`config.mk`:
```
export PLATFORM = sky130hd
export DESIGN_NAME = apb_master_arb
export DESIGN_NICKNAME = d
export VERILOG_FILES = /design/src/rtl/apb_master_arb.sv
export SDC_FILE = /design/constraint.sdc
export NUM_CORES = 1
export LEC_CHECK = 0
export ABC_AREA = 1
export BUFFER_PORTS_ARGS = -buffer_cell sky130_fd_sc_hd__buf_2
export CORE_ASPECT_RATIO = 0.8
export CORE_MARGIN = 8
export CORE_UTILIZATION = 45
export DETAILED_ROUTE_END_ITERATION = 10
export PLACE_DENSITY_LB_ADDON = 0.08
export SYNTH_ARGS = -nofsm -noshare
export SYNTH_HDL_FRONTEND = slang
export SYNTH_SLANG_ARGS = --single-unit
```
`constraint.sdc`:
```
create_clock -name pclk -period 1.8 [get_ports pclk]
set_input_delay 0.09 -clock pclk [delete_from_list [all_inputs] [get_ports pclk]]
set_output_delay 0.09 -clock pclk [all_outputs]
set_load 0.05 [all_outputs]
```
`src/rtl/apb_master_arb.sv`:
```
// apb_master_arb: two-requester round-robin arbiter driving a single APB master port.
//
// A request is sampled only in IDLE. The winner's address, write data and direction
// are latched, and the FSM then runs SETUP (psel) followed by ACCESS (psel+penable)
// until the slave returns pready. Completion is reported one cycle later, in IDLE, by a
// one-hot done pulse. rdata carries the captured read data; it is 0 for writes.
//
// Optional feature, enabled by defining APB_TIMEOUT_EN:
//   An ACCESS wait-state counter is built. After TIMEOUT_CYC cycles with pready low,
//   the transfer is aborted and done pulses with err=1 and rdata=0. When the macro is
//   not defined there is no counter, ACCESS waits indefinitely, and err is tied to 0.
//
// Ports:
//   pclk, rst_n          clock; synchronous active-low reset
//   req[1:0]             per-requester level request
//   req_write[1:0]       per-requester direction (1 = write)
//   req_addr, req_wdata  requester i fields at [i*W +: W]
//   gnt[1:0]             one-hot pulse during SETUP: request accepted and latched
//   done[1:0]            one-hot pulse in the cycle after completion
//   rdata, err           qualified by done
//   paddr, pwrite, pwdata, psel, penable   APB master outputs
//   pready, prdata                         APB slave responses
module apb_master_arb #(
  parameter int unsigned ADDR_W      = 32,
  parameter int unsigned DATA_W      = 32,
  parameter int unsigned TIMEOUT_CYC = 16
) (
  input  logic                pclk,
  input  logic                rst_n,
  input  logic [1:0]          req,
  input  logic [1:0]          req_write,
  input  logic [2*ADDR_W-1:0] req_addr,
  input  logic [2*DATA_W-1:0] req_wdata,
  output logic [1:0]          gnt,
  output logic [1:0]          done,
  output logic [DATA_W-1:0]   rdata,
  output logic                err,
  output logic [ADDR_W-1:0]   paddr,
  output logic                pwrite,
  output logic [DATA_W-1:0]   pwdata,
  output logic                psel,
  output logic                penable,
  input  logic                pready,
  input  logic [DATA_W-1:0]   prdata
);

  // A zero limit would make every access abort before it could complete.
  if (TIMEOUT_CYC == 0) begin : g_bad_timeout_cfg
    $error("apb_master_arb: TIMEOUT_CYC must be non-zero");
  end

  typedef enum logic [1:0] {
    IDLE   = 2'd0,
    SETUP  = 2'd1,
    ACCESS = 2'd2
  } state_t;

  state_t              state, state_d;
  logic                last, last_d;      // requester that most recently completed
  logic                owner, owner_d;    // requester of the transfer in flight
  logic                win_c;
  logic [1:0]          gnt_d, done_d;
  logic [DATA_W-1:0]   rdata_d;
  logic [ADDR_W-1:0]   paddr_d;
  logic                pwrite_d;
  logic [DATA_W-1:0]   pwdata_d;
  logic                psel_d, penable_d;
  logic                abort_c;           // ACCESS wait limit reached this cycle
  logic                err_d;

`ifdef APB_TIMEOUT_EN
  localparam int unsigned TCNT_W = $clog2(TIMEOUT_CYC + 1);

  logic [TCNT_W-1:0] tcnt, tcnt_d;

  // Wait-state counter: cleared in SETUP so it is zero on entering ACCESS.
  always_comb begin
    tcnt_d = tcnt;
    if (state == SETUP) begin
      tcnt_d = '0;
    end else if (state == ACCESS && !pready) begin
      tcnt_d = tcnt + TCNT_W'(1);
    end
  end

  assign abort_c = (state == ACCESS) && !pready && (tcnt == TCNT_W'(TIMEOUT_CYC - 1));
`else
  assign abort_c = 1'b0;
`endif

  // Round-robin pick: a lone requester wins; on contention the one not served last wins.
  always_comb begin
    win_c = 1'b0;
    unique case (req)
      2'b01:   win_c = 1'b0;
      2'b10:   win_c = 1'b1;
      2'b11:   win_c = ~last;
      default: win_c = 1'b0;
    endcase
  end

  // Next-state and next-output logic.
  always_comb begin
    state_d  = state;
    last_d   = last;
    owner_d  = owner;
    gnt_d    = 2'b00;
    done_d   = 2'b00;
    rdata_d  = '0;
    err_d    = 1'b0;
    paddr_d  = paddr;
    pwrite_d = pwrite;
    pwdata_d = pwdata;

    unique case (state)
      IDLE: begin
        if (req != 2'b00) begin
          state_d  = SETUP;
          owner_d  = win_c;
          gnt_d    = win_c ? 2'b10 : 2'b01;
          paddr_d  = win_c ? req_addr[2*ADDR_W-1:ADDR_W]  : req_addr[ADDR_W-1:0];
          pwdata_d = win_c ? req_wdata[2*DATA_W-1:DATA_W] : req_wdata[DATA_W-1:0];
          pwrite_d = win_c ? req_write[1] : req_write[0];
        end
      end
      SETUP: begin
        state_d = ACCESS;
      end
      ACCESS: begin
        if (pready) begin
          state_d = IDLE;
          last_d  = owner;
          done_d  = owner ? 2'b10 : 2'b01;
          rdata_d = pwrite ? '0 : prdata;
        end else if (abort_c) begin
          state_d = IDLE;
          last_d  = owner;
          done_d  = owner ? 2'b10 : 2'b01;
          err_d   = 1'b1;
        end
      end
      default: begin
        state_d = IDLE;
      end
    endcase

    psel_d    = (state_d != IDLE);
    penable_d = (state_d == ACCESS);
  end

  // State and registered outputs.
  always_ff @(posedge pclk) begin
    if (!rst_n) begin
      state   <= IDLE;
      last    <= 1'b1;   // requester 0 takes the first contended grant
      owner   <= 1'b0;
      gnt     <= 2'b00;
      done    <= 2'b00;
      rdata   <= '0;
      paddr   <= '0;
      pwrite  <= 1'b0;
      pwdata  <= '0;
      psel    <= 1'b0;
      penable <= 1'b0;
    end else begin
      state   <= state_d;
      last    <= last_d;
      owner   <= owner_d;
      gnt     <= gnt_d;
      done    <= done_d;
      rdata   <= rdata_d;
      paddr   <= paddr_d;
      pwrite  <= pwrite_d;
      pwdata  <= pwdata_d;
      psel    <= psel_d;
      penable <= penable_d;
    end
  end

`ifdef APB_TIMEOUT_EN
  // Timeout counter and error flag.
  always_ff @(posedge pclk) begin
    if (!rst_n) begin
      tcnt <= '0;
      err  <= 1'b0;
    end else begin
      tcnt <= tcnt_d;
      err  <= err_d;
    end
  end
`else
  assign err = 1'b0;

  // err_d has no consumer without the timeout feature.
  logic unused_err_c;
  assign unused_err_c = err_d;
`endif

endmodule

```
# After elaboration in Yosys (flattened, before gate mapping)
# Index checks and enable logic that the tools add are counted.
# op_classes
n_mul	0
add_sub_neg	0
n_shift	0
bitwise	4
n_eq_ne	5
order_cmp	0
n_mux	9
n_reduce_logical	8
div_mod_pow	0
# ops
op	count
$mux W32	2
$eq A2 B2 Y1 const B	4
$mux W2	4
$pmux W2 S3	1
$reduce_and A3 Y1	2
$not A1 Y1	4
$reduce_and A2 Y1	2
$reduce_bool A2 Y1	2
$reduce_or A4 Y1	1
$eq A2 B1 Y1 const B	1
$logic_not A2 Y1	1
$pmux W1 S2	1
$mux W1	1
# word_totals
mem_bits_ro	0
out_inout_bits	104
latch_bits	0
mem_bits_rw	0
memories	0
ff_bits	107
elab_cells	37
in_bits	167

# Logic depth before layout (Yosys ltp)
# depth
ltp_word	4
depth_mapped	8
ltp_nobuf	6

# Least setup slack after synthesis
# Ideal clock, no wire load.
# synth_path
kind	reg2reg
startpoint	register pwrite
endpoint	register rdata[10]
period_less_slack_ns	1.204
setup_slack_ns	0.596
path_stages_with_launch	5
arrival_time_ns	1.092
required_ns	1.688
n_path_buf	2
setup_ns	0.112
cell_sequence	dfxtp_1 or2_1 buf_6 buf_6 nor2_2
# synth_between
elab_chain_len	1
# synth_lines
element	line	text
from (decl)	39	output logic pwrite,
from (signal assigned)	173	pwrite <= pwrite_d;
$reduce_or A4 Y1 (no source line)	n/a	
to (signal assigned)	171	rdata <= rdata_d;
to (decl)	36	output logic [DATA_W-1:0] rdata,
# Every way passes these cells.
# A chain may end at the register's enable or synchronous reset.

# Worst setup path in the final report
# layout_path
startpoint	register state[1]
endpoint	register pwdata[2]
# layout_between
elab_chain_len	2
# layout_lines
element	line	text
from (decl)	58	state_t state, state_d;
from (signal assigned)	166	state <= state_d;
$logic_not A2 Y1	115	unique case (state)
$reduce_and A2 Y1 (no source line)	n/a	
to (signal assigned)	174	pwdata <= pwdata_d;
to (decl)	40	output logic [DATA_W-1:0] pwdata,
# Every way passes these cells.

==> results.toml <==
[floorplanning]
core-area_um2 = 11300
die_h_um = 112
ios = 271
die_area_um2 = 15200
rows = 35
start_util_pct = 45.4
dieWidth_um = 136

[layout]
synthToLayoutAreaGrowth_pct = 38.7
final_cells = 1195
fin_util_pct = 63.0
fillCellCount = 1113
nNetsFinal = 1211
layout_commonest_cell = "buf_2"
antenna_cells = 0
layout-drive-gt1-share_pct = 29.6
layout_common_cells = "268 x buf_2, 201 x nand2_1, 153 x nor2_1"

[drt]
drt_pass1_iterations = 6
vias = 5329
drt_iter0_drc = 230
drc = 0
viasPerCell = 4.46
wl_per_cell_um = 13.0
routed_wirelength_mm = 15.5
ant_nets = 0

[min_path]
hold_end = "done[1]"
worstHoldStart = "pready"
hold_class = "in2reg"
worstHoldPathCells = 3

[sta]
timing.fmax_mhz = 767
hold_viol = 0
holdWs_ps = 72.5
fin_crit_ps = 1300
min_period_over_period_pct = 72.5
finalSetupViolCount = 0
max_slew_margin_pct = 55.4
worst_pin_slew_ps = 666
tns_ps = 0
rsz0062_at_grt = "no"
skew_ps = 8.87
slew_viol_final = 0

[place]
dp.cells = 1149
gp_congestion = 0.789
portBuffers = 269
hpwlAfterDp_mm = 11.1

[global_routing]
grt_max_degree = 76
overflow = 0
grt_pass1_wl_mm = 25.0
grt_antenna_before_repair = 0
grt_usage_pct = 20.1
grt_pass1_vias = 5048

[status]
status = "completed"

[yosys]
yosysSeqAreaShare_pct = 41.6
yosys_warnings = 0
syn_inst = 777
synth_area_per_cell_um2 = 6.63
syn_nets = 944
synth.distinct_cells = 21
syn_area_um2 = 5150
ys_ff_latch = 107

[pwr]
power_density_nw_per_um2 = 933
power_switching_mw = 2.38
clockPowerShare_pct = 28.6
p_comb_share_pct = 31.4
p_leak_nw = 4.00
seqPwrFrac_pct = 40.0
p_int_mw = 4.28
vdd_ir_drop_max_mv = 0.451
p_sw_share_pct = 35.7

[worst_setup_path]
timing.rr.start = "state[1]"
crit_arrival_ps = 1580
worst_ep_required_time_ps = 2070
path_max_fanout = 25
r2r_cells = 6
r2r-end = "pwdata[2]"
crit_path_end_kind = "register"
critical_path_class = "reg2reg"
start_kind = "register"
r2r_slack_ps = 500

[cts]
worstSkewPairLatency_ps = 340
post_cts_buffers = 0
htreeDepth = 3
cts_sinks = 107
cts_resized = 0
cts-root-buf = "clkbuf_16"
cts_tree = "built"
cts.path.max_buffers = 2
clk_pin_slew_ps = 70
cts_made_buffers = 9

[job]
max_cap_violations = 0
==> cells in the mapped netlist <==
master / count / area, µm²
a21boi_0: 61 / 458
a21boi_1: 4 / 30.0
a21oi_1: 1 / 5.00
buf_1: 1 / 3.75
buf_2: 23 / 115
buf_4: 7 / 52.6
buf_6: 8 / 90.1
clkbuf_1: 17 / 63.8
conb_1: 1 / 3.75
dfxtp_1: 107 / 2140
inv_1: 103 / 387
nand2_1: 202 / 758
nand3_1: 67 / 335
nand3b_1: 1 / 7.51
nand4_1: 1 / 6.26
nor2_1: 154 / 578
nor2_2: 14 / 87.6
o211ai_1: 1 / 7.51
o21ai_0: 1 / 5.00
o21ai_1: 2 / 10.0
or2_1: 1 / 6.26
==> layer usage <==
layer | global-route usage (%) | vias up | part of all wire [%] | wire (µm)
met5 | 0 | - | 0 | 0
met4 | 4.73 | 0 | 0.90 | 139
li1 | - | 2860 | - | -
met2 | 33.6 | 159 | 49 | 7590
met3 | 7.74 | 8 | 9.4 | 1460
met1 | 23.5 | 2302 | 41 | 6320
==> repair_timing <==
item	4_1_cts	5_1_grt
setup endpoints to repair	0	0
hold buffers	32	0
endpoints found under the hold margin	32	0
==> how the worst max path moves through the flow <==
stage,start,endpoint,depth (start not counted)
2_1_floorplan,pwrite,rdata[10],4
3_3_place_gp,state[0],paddr[11],7
3_5_place_dp,req[1],pwdata[2],6
4_1_cts,state[1],pwdata[2],6
5_1_grt,state[1],pwdata[2],6
6_report,state[1],pwdata[2],6
==> power groups by stage <==
| stage | clock network (mW) | logic, mW | registers [mW] |
|---|---|---|---|
| 2_1_floorplan | 0 | 0.810 | 3.40 |
| 3_3_place_gp | 0 | 2.04 | 2.71 |
| 3_5_place_dp | 0 | 2.05 | 2.72 |
| 4_1_cts | 1.96 | 2.11 | 2.67 |
| 5_1_grt | 2.07 | 2.31 | 2.69 |
| 6_report | 1.90 | 2.09 | 2.67 |
==> logic make-up after synthesis <==
group / after synthesis / share of synthesized area, %
DFF: 107 / 41.6
buffers and inverters: 159 / 13.8
and+or+nand+nor: 440 / 34.5
AOI/OAI and AO/OA: 70 / 10.0
other: 1 / 0.0728
==> flip-flops by register name, indices dropped and copies added, names as in the netlist <==
register,cells
psel,1
gnt,2
pwrite,1
owner,1
penable,1
last,1
rdata,32
state,2
paddr,32
pwdata,32
done,2
==> metrics by stage <==
step	cell area (µm²)	total power, mW	setup WS (ps)
global route	7150	7.07	335
floorplan	5150	4.21	596
CTS	7150	6.74	483
finish	7150	6.67	495
global placement	6550	4.76	491
detailed placement	6550	4.77	465
==> final cells by class <==
cell class                 instances  area, µm²  share of cell area (%)
multi-input combinational        511       2320                    32.5
sequential                       107       2140                    30.0
timing repair buffer             312       1830                    25.6
clock buffer                      10        229                    3.20
clock inverter                     4       53.8                   0.753
tap                              148        185                    2.59
inverter                         103        387                    5.41
==> worst max-delay path, stage by stage (launching register included) <==
cell and delay, ps:
dfxtp_1 350, nor2_1 200, o21ai_4 240, buf_12 240, nand2_1 70, nand2_1 50
nor2_1 100
(Power assumes the default switching activity.)
